**src/rtl/branch_resolve_unit.sv**
```systemverilog
// Branch/jump resolution: ALU flags in EX become a one-cycle registered
// PC redirect with flushes. Optional counters under BRANCH_STATS_EN.
module branch_resolve_unit #(
    parameter int N = 32
) (
    input  logic         clk,
    input  logic         rst,
    input  logic         valid_ex,
    input  logic         stall,
    input  logic         branch,
    input  logic         jal,
    input  logic         jalr,
    input  logic [2:0]   funct3,
    input  logic         Zerof,
    input  logic         Sf,
    input  logic         Vf,
    input  logic         C,
    input  logic [N-1:0] pc_ex,
    input  logic [N-1:0] imm_ex,
    input  logic [N-1:0] alu_out,
    output logic         redirect,
    output logic [N-1:0] target,
    output logic         flush_ifid,
    output logic         flush_idex,
    output logic         misalign,
    output logic         illegal_br,
    output logic [31:0]  br_total,
    output logic [31:0]  br_taken
);

    typedef enum logic {
        IDLE,
        REDIRECT
    } state_t;

    state_t        state;
    logic          eval;
    logic          cond;
    logic          rsvd;
    logic          take;
    logic          is_br;
    logic [N-1:0]  tgt;

    assign eval = (state == IDLE) & valid_ex & ~stall
                & (branch | jal | jalr);

    // Branch condition from the subtract flags; 010/011 are reserved
    always_comb begin
        cond = 1'b0;
        rsvd = 1'b0;
        unique case (funct3)
            3'b000:  cond = Zerof;
            3'b001:  cond = ~Zerof;
            3'b100:  cond = Sf ^ Vf;
            3'b101:  cond = ~(Sf ^ Vf);
            3'b110:  cond = ~C;
            3'b111:  cond = C;
            default: rsvd = 1'b1;
        endcase
    end

    // Transfer kind with jalr > jal > branch, plus the candidate target
    always_comb begin
        take  = 1'b0;
        is_br = 1'b0;
        tgt   = pc_ex + imm_ex;
        unique case (1'b1)
            jalr: begin
                take = 1'b1;
                tgt  = alu_out & ~{{(N-1){1'b0}}, 1'b1};
            end
            jal & ~jalr: begin
                take = 1'b1;
            end
            branch & ~jal & ~jalr: begin
                is_br = 1'b1;
                take  = cond;
            end
            default: begin
                take = 1'b0;
            end
        endcase
    end

    // IDLE/REDIRECT FSM; all outputs registered, redirect lasts one cycle
    always_ff @(posedge clk or negedge rst) begin
        if (!rst) begin
            state      <= IDLE;
            redirect   <= 1'b0;
            flush_ifid <= 1'b0;
            flush_idex <= 1'b0;
            misalign   <= 1'b0;
            illegal_br <= 1'b0;
            target     <= '0;
        end else begin
            redirect   <= 1'b0;
            flush_ifid <= 1'b0;
            flush_idex <= 1'b0;
            misalign   <= 1'b0;
            illegal_br <= 1'b0;
            unique case (state)
                IDLE: begin
                    if (eval) begin
                        illegal_br <= is_br & rsvd;
                        if (take) begin
                            state      <= REDIRECT;
                            target     <= tgt;
                            redirect   <= 1'b1;
                            flush_ifid <= 1'b1;
                            flush_idex <= 1'b1;
                            misalign   <= tgt[1];
                        end
                    end
                end
                REDIRECT: begin
                    state <= IDLE;
                end
                default: begin
                    state <= IDLE;
                end
            endcase
        end
    end

`ifdef BRANCH_STATS_EN
    logic [31:0] tot_q;
    logic [31:0] tkn_q;

    // Count evaluated conditional branches and the taken subset
    always_ff @(posedge clk or negedge rst) begin
        if (!rst) begin
            tot_q <= '0;
            tkn_q <= '0;
        end else if (eval & is_br) begin
            tot_q <= tot_q + 32'd1;
            if (take) begin
                tkn_q <= tkn_q + 32'd1;
            end
        end
    end

    assign br_total = tot_q;
    assign br_taken = tkn_q;
`else
    assign br_total = '0;
    assign br_taken = '0;
`endif

endmodule

```
**config.mk**
```make
export PLATFORM = sky130hd
export DESIGN_NAME = branch_resolve_unit
export DESIGN_NICKNAME = d
export VERILOG_FILES = /design/src/rtl/branch_resolve_unit.sv
export SDC_FILE = /design/constraint.sdc
export NUM_CORES = 1
export LEC_CHECK = 0
export ABC_AREA = 1
export CORE_MARGIN = 2
export CORE_UTILIZATION = 30
export DETAILED_ROUTE_END_ITERATION = 8
export GPL_ROUTABILITY_DRIVEN = 0
export GPL_TIMING_DRIVEN = 0
export PLACE_DENSITY = 0.58
export SETUP_SLACK_MARGIN = 0.15
export SYNTH_ARGS = -nofsm -noshare
export SYNTH_HDL_FRONTEND = slang
export SYNTH_SLANG_ARGS = --single-unit
```
**constraint.sdc**
```tcl
create_clock -name clk -period 2 [get_ports clk]
set_clock_uncertainty 0.2 [all_clocks]
set_input_delay 0.5 -clock clk [delete_from_list [all_inputs] [get_ports clk]]
set_output_delay 0.5 -clock clk [all_outputs]
set_load 0.03 [all_outputs]
```
==> results of run 1 <==
## timing repair
item | in CTS | in global routing
buffers inserted | 55 | 11
gates cloned | 5 | 0
setup endpoints to repair | 72 | 36
hold endpoints to repair | 0 | 0
pin swaps | 187 | 171
hold buffers | 0 | 0
gates resized for setup | 565 | 220
## flip-flops by register name, indices dropped and copies added, names as in the netlist
| signal | cells |
|---|---|
| target | 32 |
| flush_idex | 1 |
| illegal_br | 1 |
| misalign | 1 |
## power by group through the flow
stage	Sequential, mW	Combinational [mW]	Clock (mW)
finish	0.958	3.04	0.912
global route	0.978	3.25	0.969
CTS	0.956	2.69	0.923
detailed placement	0.964	2.30	0
global placement	0.968	2.29	0
floorplan	1.27	1.13	0
## cell usage after synthesis (all sizes together)
cell type / n / area (µm²)
nor3: 3 / 15.0
fa: 1 / 20.0
conb: 1 / 3.75
clkinv: 1 / 3.75
o21ai: 12 / 60.1
dfrtp: 35 / 876
or2: 6 / 37.5
ha: 31 / 388
xor2: 2 / 17.5
nand4: 5 / 31.3
clkbuf: 3 / 11.3
o211ai: 7 / 82.6
nand3: 50 / 260
o21a: 1 / 7.51
inv: 132 / 498
o21bai: 3 / 26.3
nor2: 82 / 310
nor4: 1 / 6.26
buf: 75 / 562
a21oi: 23 / 126
nor3b: 1 / 7.51
a21o: 1 / 7.51
nand2: 322 / 1230
xnor2: 11 / 96.3
## kinds of logic (layout without fill, tap and decap cells)
group	after synthesis	count (layout)
AO/OA/AOI/OAI	47	47
flip-flops	35	35
adder cells (fa/ha/maj)	32	32
XOR/XNOR	13	13
other	1	64
buffers and inverters	211	433
AND/OR/NAND/NOR	470	470
## metrics by stage
step | setup TNS [ps] | std cells | utilization, % | hold slack, ps | setup WS (ps)
finish | -22.4 | 1305 | 60.7 | 116 | -22.4
global route | -390 | 1305 | 60.7 | 170 | -123
CTS | 0 | 1294 | 55.8 | 136 | 34.0
detailed placement | -19520 | 1228 | 45.9 | 268 | -815
global placement | -41430 | 1228 | 45.9 | 263 | -795
floorplan | -7.87 | 872 | - | 4.41 | -7.87
## cell usage in the layout (no fill, tap or decap), drive strengths merged, types with 31 or more instances in the layout
cell / count
nand2: 322
buf: 197
inv: 133
nor2: 82
conb: 64
nand3: 50
dlygate4sd2: 38
dfrtp: 35
clkdlybuf4s50: 33
ha: 31
## how the worst max path moves through the flow
stage                     startpoint  slack (ps)         end
after floorplan             pc_ex[0]          -8   target[8]
after detailed placement    pc_ex[0]        -810  target[24]
final                      imm_ex[0]         -20  target[16]
after global placement      pc_ex[0]        -790  target[24]
after CTS                  imm_ex[0]          30  target[28]
after global routing       imm_ex[0]        -120  target[16]
## per-layer routing
metal / GRT usage, % / up-vias
li1: - / 2898
met1: 23.8 / 2627
met2: 35.5 / 167
met3: 3.08 / 28
met4: 5.31 / 0
met5: 0 / -
## layout make-up
class,instances,area (µm²)
inverter,133,534
multi-input combinational,626,4840
clock inverter,2,35.0
fill,1402,5990
buffer,76,602
tap,211,264
clock buffer,6,139
sequential,35,876
timing repair buffer,216,1970
## critical path, cell delays in order
cell     delay [ps]
buf_8            70
ha_4            120
inv_2            30
fa_2            360
inv_4           100
nand3_4          70
nand3_4         100
nand2_4          80
a21oi_4         160
nor2_1           80
nand2_1         100
nand3_2         100
a21oi_2         150
==> out/summary.txt, run 1 <==
outcome: complete, but fails checks
failing checks: setup timing
Max VDD drop: 0.401 mV
Final period util: 101%
sequential share of the synthesized area: 18.7%
diodes inserted: 0
PortBufs: 145
kind of critical path: input pin to flip-flop
Syn Area/Cell: 5.79 µm²
sequential share of power: 19.5%
1st-iter DRT viols: 183
Worst EP arrival: 2030 ps
Power Density: 529 mW/mm²
TritonCTS Buffers: 5
largest family of logic cells by synthesized area: simple AND/OR/NAND/NOR gates
CP endpoint kind: flip-flop
distinct cell type count after synthesis: 38
Post-route DRC: 0
first-pass GRT wire length: 25.9 mm
drt pass-1 iters: 4
Slew HR: 46.5%
Yosys reg bits: 35
nets@finish: 1,235
Pleak: 5.03 nW
CP Max Fanout: 3
xor-xnor portion of the synthesized cell area: 2.43%
total congestion overflow: 0
Gate power share: 61.9%
post-synthesis adder-cell area fraction: 8.70%
detailed-route via count: 5,720
mux share of post-synthesis cell area: 0%
share of total power in the clock network: 18.6%
unrepaired setup endpoints after global routing: yes
routed len/inst: 13.6 µm
drt via density: 4.38
Worst-Margin Slew: 803 ps
routed wl met2: 9.45 mm
total power: 4.91 mW
area post-placement: 0.00700 mm²
Final Cell Area: 0.00927 mm²
Global Route Usage Sum: 19.5%
met3 WL: 933 µm
worst r2r src: flush_idex
Total Die Area: 0.0166 mm²
wire length after detailed routing: 17.7 mm
final hold violation count: 0
synthesized cell area: 0.00469 mm²
WL met1: 6.96 mm
initial antenna violation count: 0
CTS tree: yes
H-tree Lvls: 2
layout cells sized above 1: 52.7%
Initial Util: 30.7%
max cap viols: 0
vias in the first global route: 5,532
core box area: 0.0153 mm²
Longest Clk Path Bufs: 2
die height: 129 µm
ANT nets after route: 0
Sink Count: 35
P_int: 2.76 mW
Final Critical Period: 2020 ps
setup ws final: -22.4 ps
Die Wd: 129 µm
P_sw: 2.15 mW
root buffer cell: clkbuf_16
Worst R2R Path Depth: 8
clock latency on the worst-skew pair: 280 ps
row cnt: 45
Reg2Reg Capture Point: target[14]
Clock transition at path regs: 60 ps
Switching Fraction: 43.8%
f_max: 494 MHz
Layout area overhead: 97.8%
Critical Path Start Type: input pin
Ys Warns: 0
Worst EP required: 2010 ps
Max Used Layer: met4
Synth Area in Compound Gates: 6.62%
cell count after synthesis: 809
post-DP HPWL: 12.4 mm
Slew Viols, Final: 0
r2r setup slk: 300 ps
worst hold path class: input pin to asynchronous set/reset pin
final setup violation count: 1
post-synthesis simple-gate area fraction: 40.5%
largest net degree at the start of global routing: 36
num ports: 211
No activity file was read; power rests on OpenSTA's default activity.
==> inputs of run 2 (changes only) <==
- CAP_MARGIN: not set -> 20
- CTS_BUF_LIST: not set -> sky130_fd_sc_hd__clkbuf_16
- clock period: 2 -> 2.6 ns (I/O delays scaled with it)
==> run 2 against run 1 <==
Net effect: the flow now finishes without violations; die area is the same; cell area decreased by 17%; hold slack better by 150 ps; critical path depth down 2; clock power down 38%; combinational power down 38%; setup slack better by 250 ps; power shrank 35%; sequential power fell by 23%; routed wire length shrank 14%; final cell count decreased by 4.8%.
==> out/summary.txt, run 2 (synthesized netlist as in run 1, its figures left out) <==
fill cell count: 1,576
f_max: 421 MHz
Max VDD drop: 0.237 mV
register bank with the most flops: target
unrepaired setup endpoints after global routing: yes
row cnt: 45
Slew Viols, Final: 0
max reg flops: 32
kind of critical path: input pin to flip-flop
num ports: 211
Longest Clk Path Bufs: 2
outcome: complete, no violations
Final Critical Period: 2370 ps
final setup violation count: 0
Worst R2R Path Depth: 7
PortBufs: 145
max cap viols: 0
CTS tree: yes
Sink Count: 35
Worst EP required: 2580 ps
detailed-route via count: 5,174
Power Density: 416 mW/mm²
Total Die Area: 0.0166 mm²
total power: 3.18 mW
drt pass-1 iters: 4
Global Route Usage Sum: 17.9%
worst hold path class: input pin to asynchronous set/reset pin
Critical Path Start Type: input pin
first-pass GRT wire length: 23.8 mm
Die Wd: 129 µm
CP Max Fanout: 5
Crit. Startpoint: imm_ex[21]
Final period util: 91.3%
most frequent cells in the layout: 267 x nand2_1, 126 x inv_1, 102 x clkdlybuf4s50_1
Post-CTS Hold Buffers: 0
TritonCTS Buffers: 5
worst r2r src: flush_idex
FF/Latch Area: 876 µm²
Worst EP arrival: 2350 ps
Slew HR: 45.6%
total congestion overflow: 0
worst hold slack: 262 ps
most common cell after layout, fill and taps aside: nand2_1
clock latency on the worst-skew pair: 280 ps
setup ws final: 227 ps
1st-iter DRT viols: 232
post-DP HPWL: 12.4 mm
worst slack, placed: -677 ps
initial antenna violation count: 0
root buffer cell: clkbuf_16
Pleak: 4.41 nW
vias in the first global route: 4,882
Worst-Margin Slew: 816 ps
largest net degree at the start of global routing: 36
diodes inserted: 0
CP endpoint kind: flip-flop
layout cells sized above 1: 23.4%
drt via density: 4.17
Post-route DRC: 0
core box area: 0.0153 mm²
ANT nets after route: 0
Layout area overhead: 63.5%
Clock transition at path regs: 50 ps
routed len/inst: 12.3 µm
Reg2Reg Capture Point: target[7]
Initial Util: 30.7%
r2r setup slk: 960 ps
H-tree Lvls: 2
wire length after detailed routing: 15.3 mm
TNS Setup: 0 ps
nets@finish: 1,172
worst setup path end: target[26]
die height: 129 µm
multi-input logic area: 0.00373 mm²
final hold violation count: 0
[run 2: changes by cell type in the layout (fill, tap and decap cells not counted), moves of 21 or more]
cell and change:
buf_4 -39, buf_2 -23, nor2_4 -24, inv_2 -21, inv_1 +32, nand2_4 -47, buf_6 -41, nand3_1 +21
clkdlybuf4s50_1 +69, nand2_1 +108, dlymetal6s2s_1 +37, dlygate4sd2_1 -35, nand2_2 -57
[run 2: worst min path at each step]
stage | startpoint | endpoint | slack (ps) | depth (start not counted)
global placement | target[28] | target[28] | 260 | 2
finish | rst | target[4] | 260 | 1
floorplan | rst | flush_idex | 150 | 0
CTS | target[26] | target[26] | 280 | 2
global route | target[22] | target[22] | 300 | 2
detailed placement | target[26] | target[26] | 260 | 2
[run 2: timing repair]
item | 4_1_cts | 5_1_grt
pin swaps | 9 | 35
resized for setup | 51 | 153
buffers inserted | 3 | 3
setup endpoints to repair | 22 | 23
gates cloned | 0 | 0
endpoints found under the hold margin | 0 | 0
[run 2: cell type report]
type                    instances  share of cell area [%]
well taps                     211                    3.45
clock inverters                 3                   0.147
inverters                     133                    6.55
flip-flops and latches         35                    11.4
clock buffers                   5                    1.63
repair buffers                151                    20.7
multi-input cells             626                    48.7
plain buffers                  78                    7.48
[run 2: critical path: stages]
cell,delay [ps]
clkdlybuf4s50_1,440
ha_4,320
nand2_2,90
nor2_1,190
nand2_1,110
nor2_2,160
nand2_4,70
nand4_1,70
nand3_1,120
nand2_1,90
nand2_1,40
[run 2: power by group]
part           switching [mW]  internal (mW)
sequential             0.0668          0.666
clock                   0.218          0.344
combinational            1.09          0.798
[run 2: metal layers]
metal / vias up / wire (µm) / part of all wire, % / GRT usage, %
met2: 140 / 7260 / 47 / 31.3
met3: 9 / 785 / 5.1 / 1.75
met5: - / 0 / 0 / 0
met4: 0 / 131 / 0.85 / 3.45
met1: 2261 / 7150 / 47 / 24.1
li1: 2764 / - / - / -
[run 2: stage by stage]
step                      utilization, %  std cells  instance area (µm²)
after floorplan                        -        872                 4920
after global placement              43.5       1228                 6640
after detailed placement            43.5       1228                 6630
after CTS                           46.5       1239                 7090
after global routing                50.2       1242                 7660
final                               50.2       1242                 7660
